## src/rtl/pong_pkg.sv

```systemverilog
// Shared pong definitions: match state encoding and serve direction constants.
package pong_pkg;

    localparam logic [1:0] ST_IDLE  = 2'd0;
    localparam logic [1:0] ST_SERVE = 2'd1;
    localparam logic [1:0] ST_PLAY  = 2'd2;
    localparam logic [1:0] ST_OVER  = 2'd3;

    localparam logic DIR_LEFT  = 1'b0;
    localparam logic DIR_RIGHT = 1'b1;

    typedef enum logic [1:0] {
        StIdle  = ST_IDLE,
        StServe = ST_SERVE,
        StPlay  = ST_PLAY,
        StOver  = ST_OVER
    } state_e;

endpackage

```

## src/rtl/match_timer.sv

```systemverilog
// Loadable serve down-counter, advanced by the game tick while enabled.
// expired_o is high once a tick has found the count at zero (including that same cycle)
// and stays high until the next load.
module match_timer #(
    parameter int unsigned WIDTH = 12
) (
    input  logic             clk_i,
    input  logic             rst_ni,
    input  logic             load_i,
    input  logic [WIDTH-1:0] load_val_i,
    input  logic             en_i,
    input  logic             tick_i,
    output logic             expired_o
);

    logic [WIDTH-1:0] count_q, count_d;
    logic             expired_q, expired_d;
    logic             expire_now;

    assign expire_now = en_i & tick_i & (count_q == '0);
    assign expired_o  = expired_q | expire_now;

    // Next count: load wins, otherwise decrement on tick until zero, then flag expiry.
    always_comb begin
        count_d   = count_q;
        expired_d = expired_q;
        if (load_i) begin
            count_d   = load_val_i;
            expired_d = 1'b0;
        end else if (en_i && tick_i) begin
            if (count_q != '0) begin
                count_d = count_q - 1'b1;
            end else begin
                expired_d = 1'b1;
            end
        end
    end

    // Counter state registers.
    always_ff @(posedge clk_i or negedge rst_ni) begin
        if (!rst_ni) begin
            count_q   <= '0;
            expired_q <= 1'b0;
        end else begin
            count_q   <= count_d;
            expired_q <= expired_d;
        end
    end

endmodule

```

## src/rtl/match_ctrl.sv

```systemverilog
// Pong match sequencer: game flow, scoring and serve direction.
// Build option AUTO_SERVE_EN: when defined, SERVE launches on timer expiry by itself;
// otherwise an expired serve waits for a start rising edge.
module match_ctrl
    import pong_pkg::*;
#(
    parameter int unsigned WIN_SCORE   = 9,
    parameter int unsigned SERVE_DELAY = 1500,
    parameter int unsigned TIMERWIDTH  = 12
) (
    input  logic       clk,
    input  logic       reset,
    input  logic       tick,
    input  logic       start,
    input  logic       out_left,
    input  logic       out_right,
    output logic       play_en,
    output logic       ball_reset,
    output logic       serve_dir,
    output logic [3:0] score_p1,
    output logic [3:0] score_p2,
    output logic       game_over,
    output logic       winner
);

    localparam logic [3:0]            WinBcd   = 4'(WIN_SCORE);
    localparam logic [TIMERWIDTH-1:0] DelayVal = TIMERWIDTH'(SERVE_DELAY);

    state_e     state_q, state_d;
    logic       start_q;
    logic [3:0] score_p1_q, score_p1_d, score_p2_q, score_p2_d;
    logic       serve_dir_q, serve_dir_d;
    logic       winner_q, winner_d;
    logic       play_en_q, ball_reset_q, game_over_q;

    logic       start_rise;
    logic       timer_load;
    logic       timer_expired;
    logic [3:0] p1_inc, p2_inc;

    assign start_rise = start & ~start_q;
    assign p1_inc     = score_p1_q + 4'd1;
    assign p2_inc     = score_p2_q + 4'd1;

    match_timer #(
        .WIDTH (TIMERWIDTH)
    ) u_timer (
        .clk_i      (clk),
        .rst_ni     (reset),
        .load_i     (timer_load),
        .load_val_i (DelayVal),
        .en_i       (state_q == StServe),
        .tick_i     (tick),
        .expired_o  (timer_expired)
    );

    // Next-state, scoring and serve-direction decisions.
    always_comb begin
        state_d     = state_q;
        score_p1_d  = score_p1_q;
        score_p2_d  = score_p2_q;
        serve_dir_d = serve_dir_q;
        winner_d    = winner_q;
        timer_load  = 1'b0;
        unique case (state_q)
            StIdle, StOver: begin
                if (start_rise) begin
                    score_p1_d  = 4'd0;
                    score_p2_d  = 4'd0;
                    serve_dir_d = ~serve_dir_q;
                    timer_load  = 1'b1;
                    state_d     = StServe;
                end
            end
            StServe: begin
`ifdef AUTO_SERVE_EN
                if (timer_expired) state_d = StPlay;
`else
                if (timer_expired && start_rise) state_d = StPlay;
`endif
            end
            StPlay: begin
                if (out_left && out_right) begin
                    // Simultaneous exits: replay the point.
                    timer_load = 1'b1;
                    state_d    = StServe;
                end else if (out_left) begin
                    score_p2_d  = p2_inc;
                    serve_dir_d = DIR_LEFT;
                    if (p2_inc == WinBcd) begin
                        winner_d = 1'b1;
                        state_d  = StOver;
                    end else begin
                        timer_load = 1'b1;
                        state_d    = StServe;
                    end
                end else if (out_right) begin
                    score_p1_d  = p1_inc;
                    serve_dir_d = DIR_RIGHT;
                    if (p1_inc == WinBcd) begin
                        winner_d = 1'b0;
                        state_d  = StOver;
                    end else begin
                        timer_load = 1'b1;
                        state_d    = StServe;
                    end
                end
            end
            default: state_d = StIdle;
        endcase
    end

    // State, score and registered output flops.
    always_ff @(posedge clk or negedge reset) begin
        if (!reset) begin
            state_q      <= StIdle;
            start_q      <= 1'b0;
            score_p1_q   <= 4'd0;
            score_p2_q   <= 4'd0;
            serve_dir_q  <= DIR_LEFT;
            winner_q     <= 1'b0;
            play_en_q    <= 1'b0;
            ball_reset_q <= 1'b1;
            game_over_q  <= 1'b0;
        end else begin
            state_q      <= state_d;
            start_q      <= start;
            score_p1_q   <= score_p1_d;
            score_p2_q   <= score_p2_d;
            serve_dir_q  <= serve_dir_d;
            winner_q     <= winner_d;
            play_en_q    <= (state_d == StPlay);
            ball_reset_q <= (state_d != StPlay);
            game_over_q  <= (state_d == StOver);
        end
    end

    assign play_en    = play_en_q;
    assign ball_reset = ball_reset_q;
    assign game_over  = game_over_q;
    assign serve_dir  = serve_dir_q;
    assign score_p1   = score_p1_q;
    assign score_p2   = score_p2_q;
    assign winner     = winner_q;

endmodule

```

## config.mk

```make
export PLATFORM = sky130hd
export DESIGN_NAME = match_ctrl
export DESIGN_NICKNAME = d
export VERILOG_FILES = /design/src/rtl/pong_pkg.sv /design/src/rtl/match_timer.sv /design/src/rtl/match_ctrl.sv
export SDC_FILE = /design/constraint.sdc
export NUM_CORES = 1
export LEC_CHECK = 0
export CAP_MARGIN = 20
export CORE_UTILIZATION = 50
export CTS_CLUSTER_SIZE = 12
export DETAILED_ROUTE_END_ITERATION = 8
export PLACE_DENSITY_LB_ADDON = 0.25
export SLEW_MARGIN = 25
export SYNTH_ARGS = -nofsm -noshare
export SYNTH_HDL_FRONTEND = slang
export SYNTH_SLANG_ARGS = --single-unit
export TNS_END_PERCENT = 10
```

## constraint.sdc

```tcl
create_clock -name clk -period 2.3 [get_ports clk]
set_input_delay 0.575 -clock clk [delete_from_list [all_inputs] [get_ports clk]]
set_output_delay 0.575 -clock clk [all_outputs]
set_load 0.05 [all_outputs]
```

Word level (Yosys, flattened, before mapping)
Cells that the tools add are included.
W data, S select, Z words.
{ "word_totals": {"regBits": 29} }
{ "classes": {"n_mux": 38, "eq_ne": 16, "reduce_logical": 18, "n_addsub": 3, "bitwise_logic": 7} }
{ "ops": {"columns": ["cell", "n"], "rows": [
  ["$mux W12", 3],
  ["$mux W4", 6],
  ["$mux W1", 17],
  ["$pmux W4 S2", 2],
  ["$mux W2", 7],
  ["$ne A2 B2 Y1 const B", 7],
  ["$logic_not A12 Y1", 1],
  ["$reduce_bool A12 Y1", 1],
  ["$sub A12 B1 Y12 const B", 1],
  ["$reduce_and A5 Y1", 2],
  ["$reduce_bool A2 Y1", 5],
  ["$add A4 B1 Y4 const B", 2],
  ["$eq A2 B2 Y1 const B", 4],
  ["$eq A4 B4 Y1 const B", 2],
  ["$reduce_and A4 Y1", 2],
  ["$pmux W2 S3", 1],
  ["$pmux W1 S2", 2],
  ["$reduce_and A2 Y1", 2],
  ["$and A1 B1 Y1", 3],
  ["$logic_and A1 B1 Y1", 3],
  ["$ne A3 B3 Y1 const B", 1],
  ["$not A1 Y1", 3],
  ["$eq A2 B1 Y1 const B", 1],
  ["$logic_not A2 Y1", 1],
  ["other kinds (3)", 3]
]} }

Logic depth before layout (Yosys ltp)
{ "depth": {"depth_word": 9, "mapped_depth": 9, "mapped_depth_nobuf": 8} }

Modules after synthesis
Synthesis repeated with hierarchy kept, for this count alone.
{ "unflattened": {"cells_unflattened": 194, "area_unflattened_um2": 1750.4} }
{ "modules_own_cells": {"columns": ["mod", "cells_per_inst", "n_inst", "seq_area_each_um2", "area_each_um2"], "rows": [
  ["match_ctrl", 104, 1, 401.6, 929.6],
  ["match_timer", 90, 1, 325.3, 820.8]
]} }

Worst setup path before layout
No wires, ideal clock.
{ "synth_timing": {"kind": "register to register", "start": "reg u_timer.count_q[0]", "end": "reg ball_reset_q (netlist: ball_reset)", "setup_ns": 0.078, "required_time_ns": 2.222, "path_slack_ns": 0.302, "stages_incl_launch_ff": 9, "arrival_ns": 1.920, "path_buffers": 0, "synth_period_minus_slack_ns": 1.998, "path_cell_list": "dfrtp_1 inv_1 ha_1 or4b_1 or3_4 o211a_1 a2bb2oi_1 inv_2 nand2_1"} }
{ "synth_via": {"elab_chain_len": 7} }
{ "synth_lines": {"columns": ["item", "line_no", "rtl"], "rows": [
  ["start: declaration", "match_timer.sv:16", "logic [WIDTH-1:0] count_q, count_d;"],
  ["start signal: assignment", "match_timer.sv:45", "count_q <= count_d;"],
  ["$logic_not A12 Y1", "match_timer.sv:20", "assign expire_now = en_i & tick_i & (count_q == '0);"],
  ["$and A1 B1 Y1", "match_timer.sv:20", null],
  ["$or A1 B1 Y1", "match_timer.sv:21", "assign expired_o = expired_q | expire_now;"],
  ["$logic_and A1 B1 Y1", "match_ctrl.sv:79", "if (timer_expired && start_rise) state_d = StPlay;"],
  ["$mux W2", "match_ctrl.sv:79", null],
  ["$pmux W2 S3", "match_ctrl.sv:65", "unique case (state_q)"],
  ["via state_d[1]", "match_ctrl.sv:29", "state_e state_q, state_d;"],
  ["$ne A2 B2 Y1", "match_ctrl.sv:133", "ball_reset_q <= (state_d != StPlay);"],
  ["end signal: assignment", "match_ctrl.sv:133", null],
  ["end: declaration", "match_ctrl.sv:34", "logic play_en_q, ball_reset_q, game_over_q;"]
]} }
The timed path passes the listed nets, and every way through them passes these cells.
A chain may end at the register's enable or synchronous reset.

Worst setup path after layout
{ "layout_timing": {"start": "reg ball_reset_q (netlist: ball_reset)", "end": "out ball_reset"} }
{ "layout_rtl": {"columns": ["item", "line_no", "rtl"], "rows": [
  ["end: declaration", "match_ctrl.sv:18", "output logic ball_reset,"]
]} }
No word-level cell between the ends.

==> impl_metrics.env <==
export IMPL_status="finished clean"
export IMPL_max_stage_delay_ps=790
export IMPL_clockRootBuffer="clkbuf_4"
export IMPL_hold_end="winner"
export IMPL_die_area_sq_um=3501
export IMPL_synth_top_cell_area_share=0.4288
export IMPL_synthCells=173
export IMPL_antenna_found_initial=0
export IMPL_rows=20
export IMPL_async_flop_share=1.000
export IMPL_setup_viol_count_final=0
export IMPL_fillers=276
export IMPL_grt_pass1_vias=1316
export IMPL_start_util=0.5309
export IMPL_synth_seq_area_share=0.4449
export IMPL_drive_gt1_frac=0.1045
export IMPL_slew_viol_final=0
export IMPL_cts_path_max_buffers=2
export IMPL_fin_util=0.6374
export IMPL_wl_per_cell_microns=13.76
export IMPL_power_mw=1.579
export IMPL_synth_distinct_cells=42
export IMPL_ir_drop_mv=0.5703
export IMPL_nNetsFinal=215
export IMPL_crit_buf_inv=1
export IMPL_gp_congestion=0.8398
export IMPL_min_from="winner"
export IMPL_critical_path_class="reg -> out"
export IMPL_reg2reg_to="ball_reset"
export IMPL_drc=0
export IMPL_drtAntennaViolNets=0
export IMPL_areaGrowthSynthToFinish_pct=20.06
export IMPL_cp_start_kind="flop"
export IMPL_grt_max_degree=30
export IMPL_avgSynthCellArea_sq_um=9.445
export IMPL_synth_area_top_cells="dfrtp_1 43%, ha_1 6.9%, nand2_1 5.3%, xnor2_1 4.8%, nor2_1 4.1%"
export IMPL_cp_slowest_cell="clkdlybuf4s50_1"
export IMPL_path_clk_slew_ps=90
export IMPL_cap_violations=0
export IMPL_coreArea_sq_um=3078
export IMPL_finalClockSkew_ps=5.583
export IMPL_multi_input_area_sq_um=854.6
export IMPL_viasPerCell=5.433
export IMPL_grt_pass1_wl_mm=5.685
export IMPL_yosys_warnings=0
export IMPL_ys_ff_latch=29
export IMPL_hold_depth=2
export IMPL_critPathArrivalTime_ps=1660
export IMPL_drtPass1Iterations=4
export IMPL_p_per_area_nw_per_um2=804.9
export IMPL_leakagePower_nw=0.8044
export IMPL_portBuffers=18
export IMPL_cts_tree="built"
export IMPL_numCtsBuffers=5
export IMPL_fin_crit_sh=0.9696
export IMPL_min_period_ps=2230
export IMPL_vias=1331
export IMPL_dp_hpwl_mm=2.436
export IMPL_die_h_microns=59.17
export IMPL_overflow=0
export IMPL_synth_area_sq_um=1634
export IMPL_synth_net_count=188
export IMPL_yosysMostFrequentCell="dfrtp_1"
export IMPL_ff_latch_area_sq_um=726.9
export IMPL_maxSlewHeadroom=0.6388
export IMPL_crit_required_ps=1730
export IMPL_r2r_cells=8
export IMPL_reg2reg_slack_ps=180
export IMPL_cp_max_fo=1
export IMPL_crit_family="buffers and inverters"
export IMPL_ys_flop_type="dfrtp_1"
export IMPL_routed_wirelength_mm=3.370
export IMPL_drt_iter0_markers=48
export IMPL_ioPinCount=19
export IMPL_grt_setup_unrepaired="false"
export IMPL_clk_latency_ps=340
export IMPL_finalHoldViolCount=0
export IMPL_rr_startpoint="u_timer.count_q[0]"
export IMPL_antenna_cells=0
export IMPL_setup_tns_ps=0
export IMPL_synth_common_cells="28 x dfrtp_1, 23 x nand2_1, 18 x nor2_1"
export IMPL_fmax_mhz=448.4
export IMPL_ctsHtreeMaxLevel=2
export IMPL_die_w_microns=59.17
export IMPL_hold_class="reg -> reg"
export IMPL_yosys_area_top_type="dfrtp_1"
export IMPL_synth_edf_count=0
export IMPL_clkSinkCount=29
export IMPL_grtUsageTotal=0.2251
export IMPL_worst_pin_slew_ps=536.1
export IMPL_crit_chain="clkdlybuf4s50_1"
export IMPL_endpoint_kind="output port"
worst max path at each step:
| stage | start | end | slack, ps | depth (start not counted) |
|---|---|---|---|---|
| after floorplan | u_timer.count_q[0] | ball_reset | 300 | 8 |
| after global placement | out_right | play_en | 160 | 7 |
| after detailed placement | tick | u_timer.count_q[7] | 50 | 6 |
| after CTS | ball_reset | ball_reset | 60 | 1 |
| after global routing | ball_reset | ball_reset | 30 | 1 |
| final | ball_reset | ball_reset | 70 | 1 |
metal layers:
layer / global-route usage / part of all wire
met5: 0 / 0
met2: 0.3961 / 0.52
met4: 0.08163 / 0.018
met1: 0.2549 / 0.43
met3: 0.07205 / 0.034
sequential cells by signal, summed over array words and instances, names as in the netlist, 2 cells and up:
name and cells:
score_p1 4, score_p2 4, state_q 2, u_timer.count_q 12
report_power, final:
part / internal (mW) / switching (mW) / leakage, nW
Combinational: 0.213 / 0.317 / 0.404
Clock: 0.177 / 0.181 / 0.0413
Sequential: 0.596 / 0.0956 / 0.359
through the flow:
| step | area, sq um | worst slack (ps) | hold WS, ps | std cells |
|---|---|---|---|---|
| detailed placement | 1888 | 45.66 | 496.9 | 237 |
| CTS | 1958 | 58.53 | 517.0 | 245 |
| global route | 1962 | 26.46 | 544.4 | 245 |
| floorplan | 1634 | 302.4 | 279.4 | 173 |
| finish | 1962 | 69.95 | 512.4 | 245 |
| global placement | 1888 | 162.6 | 486.6 | 237 |
cell families after synthesis:
logic type	count (synthesis)	share of synthesized area
AOI/OAI and AO/OA	38	0.1692
xor gates and xnor gates	12	0.06432
adders and majority gates	9	0.06891
buffers and inverters	15	0.03445
DFF	29	0.4449
muxes	1	0.006126
and+or+nand+nor	69	0.2121
placed cells by master (no fill, tap or decap), drive strengths merged, types with 3 or more instances in the layout:
| cell | count |
|---|---|
| dfrtp | 28 |
| xor2 | 3 |
| a21oi | 6 |
| o21ai | 10 |
| nor2 | 18 |
| clkdlybuf4s50 | 18 |
| ha | 9 |
| o31ai | 4 |
| xnor2 | 9 |
| nand3 | 6 |
| buf | 3 |
| nor3 | 5 |
| inv | 14 |
| nand2 | 23 |
| nand2b | 5 |
| clkbuf | 7 |
area by class of cell:
cell class,count,area share
flip-flops and latches,29,0.3705
repair buffers,21,0.1033
well taps,44,0.02806
inverters,14,0.02679
clock inverters,1,0.002551
clock buffers,7,0.03316
multi-input cells,129,0.4356
what timing repair did:
item,in CTS,in global routing
endpoints found under the setup margin,0,1
gates resized for setup,0,1
hold buffers,0,0
endpoints found under the hold margin,0,0
setup buffers,0,0
Note: power is estimated with default switching activity, not from simulation.
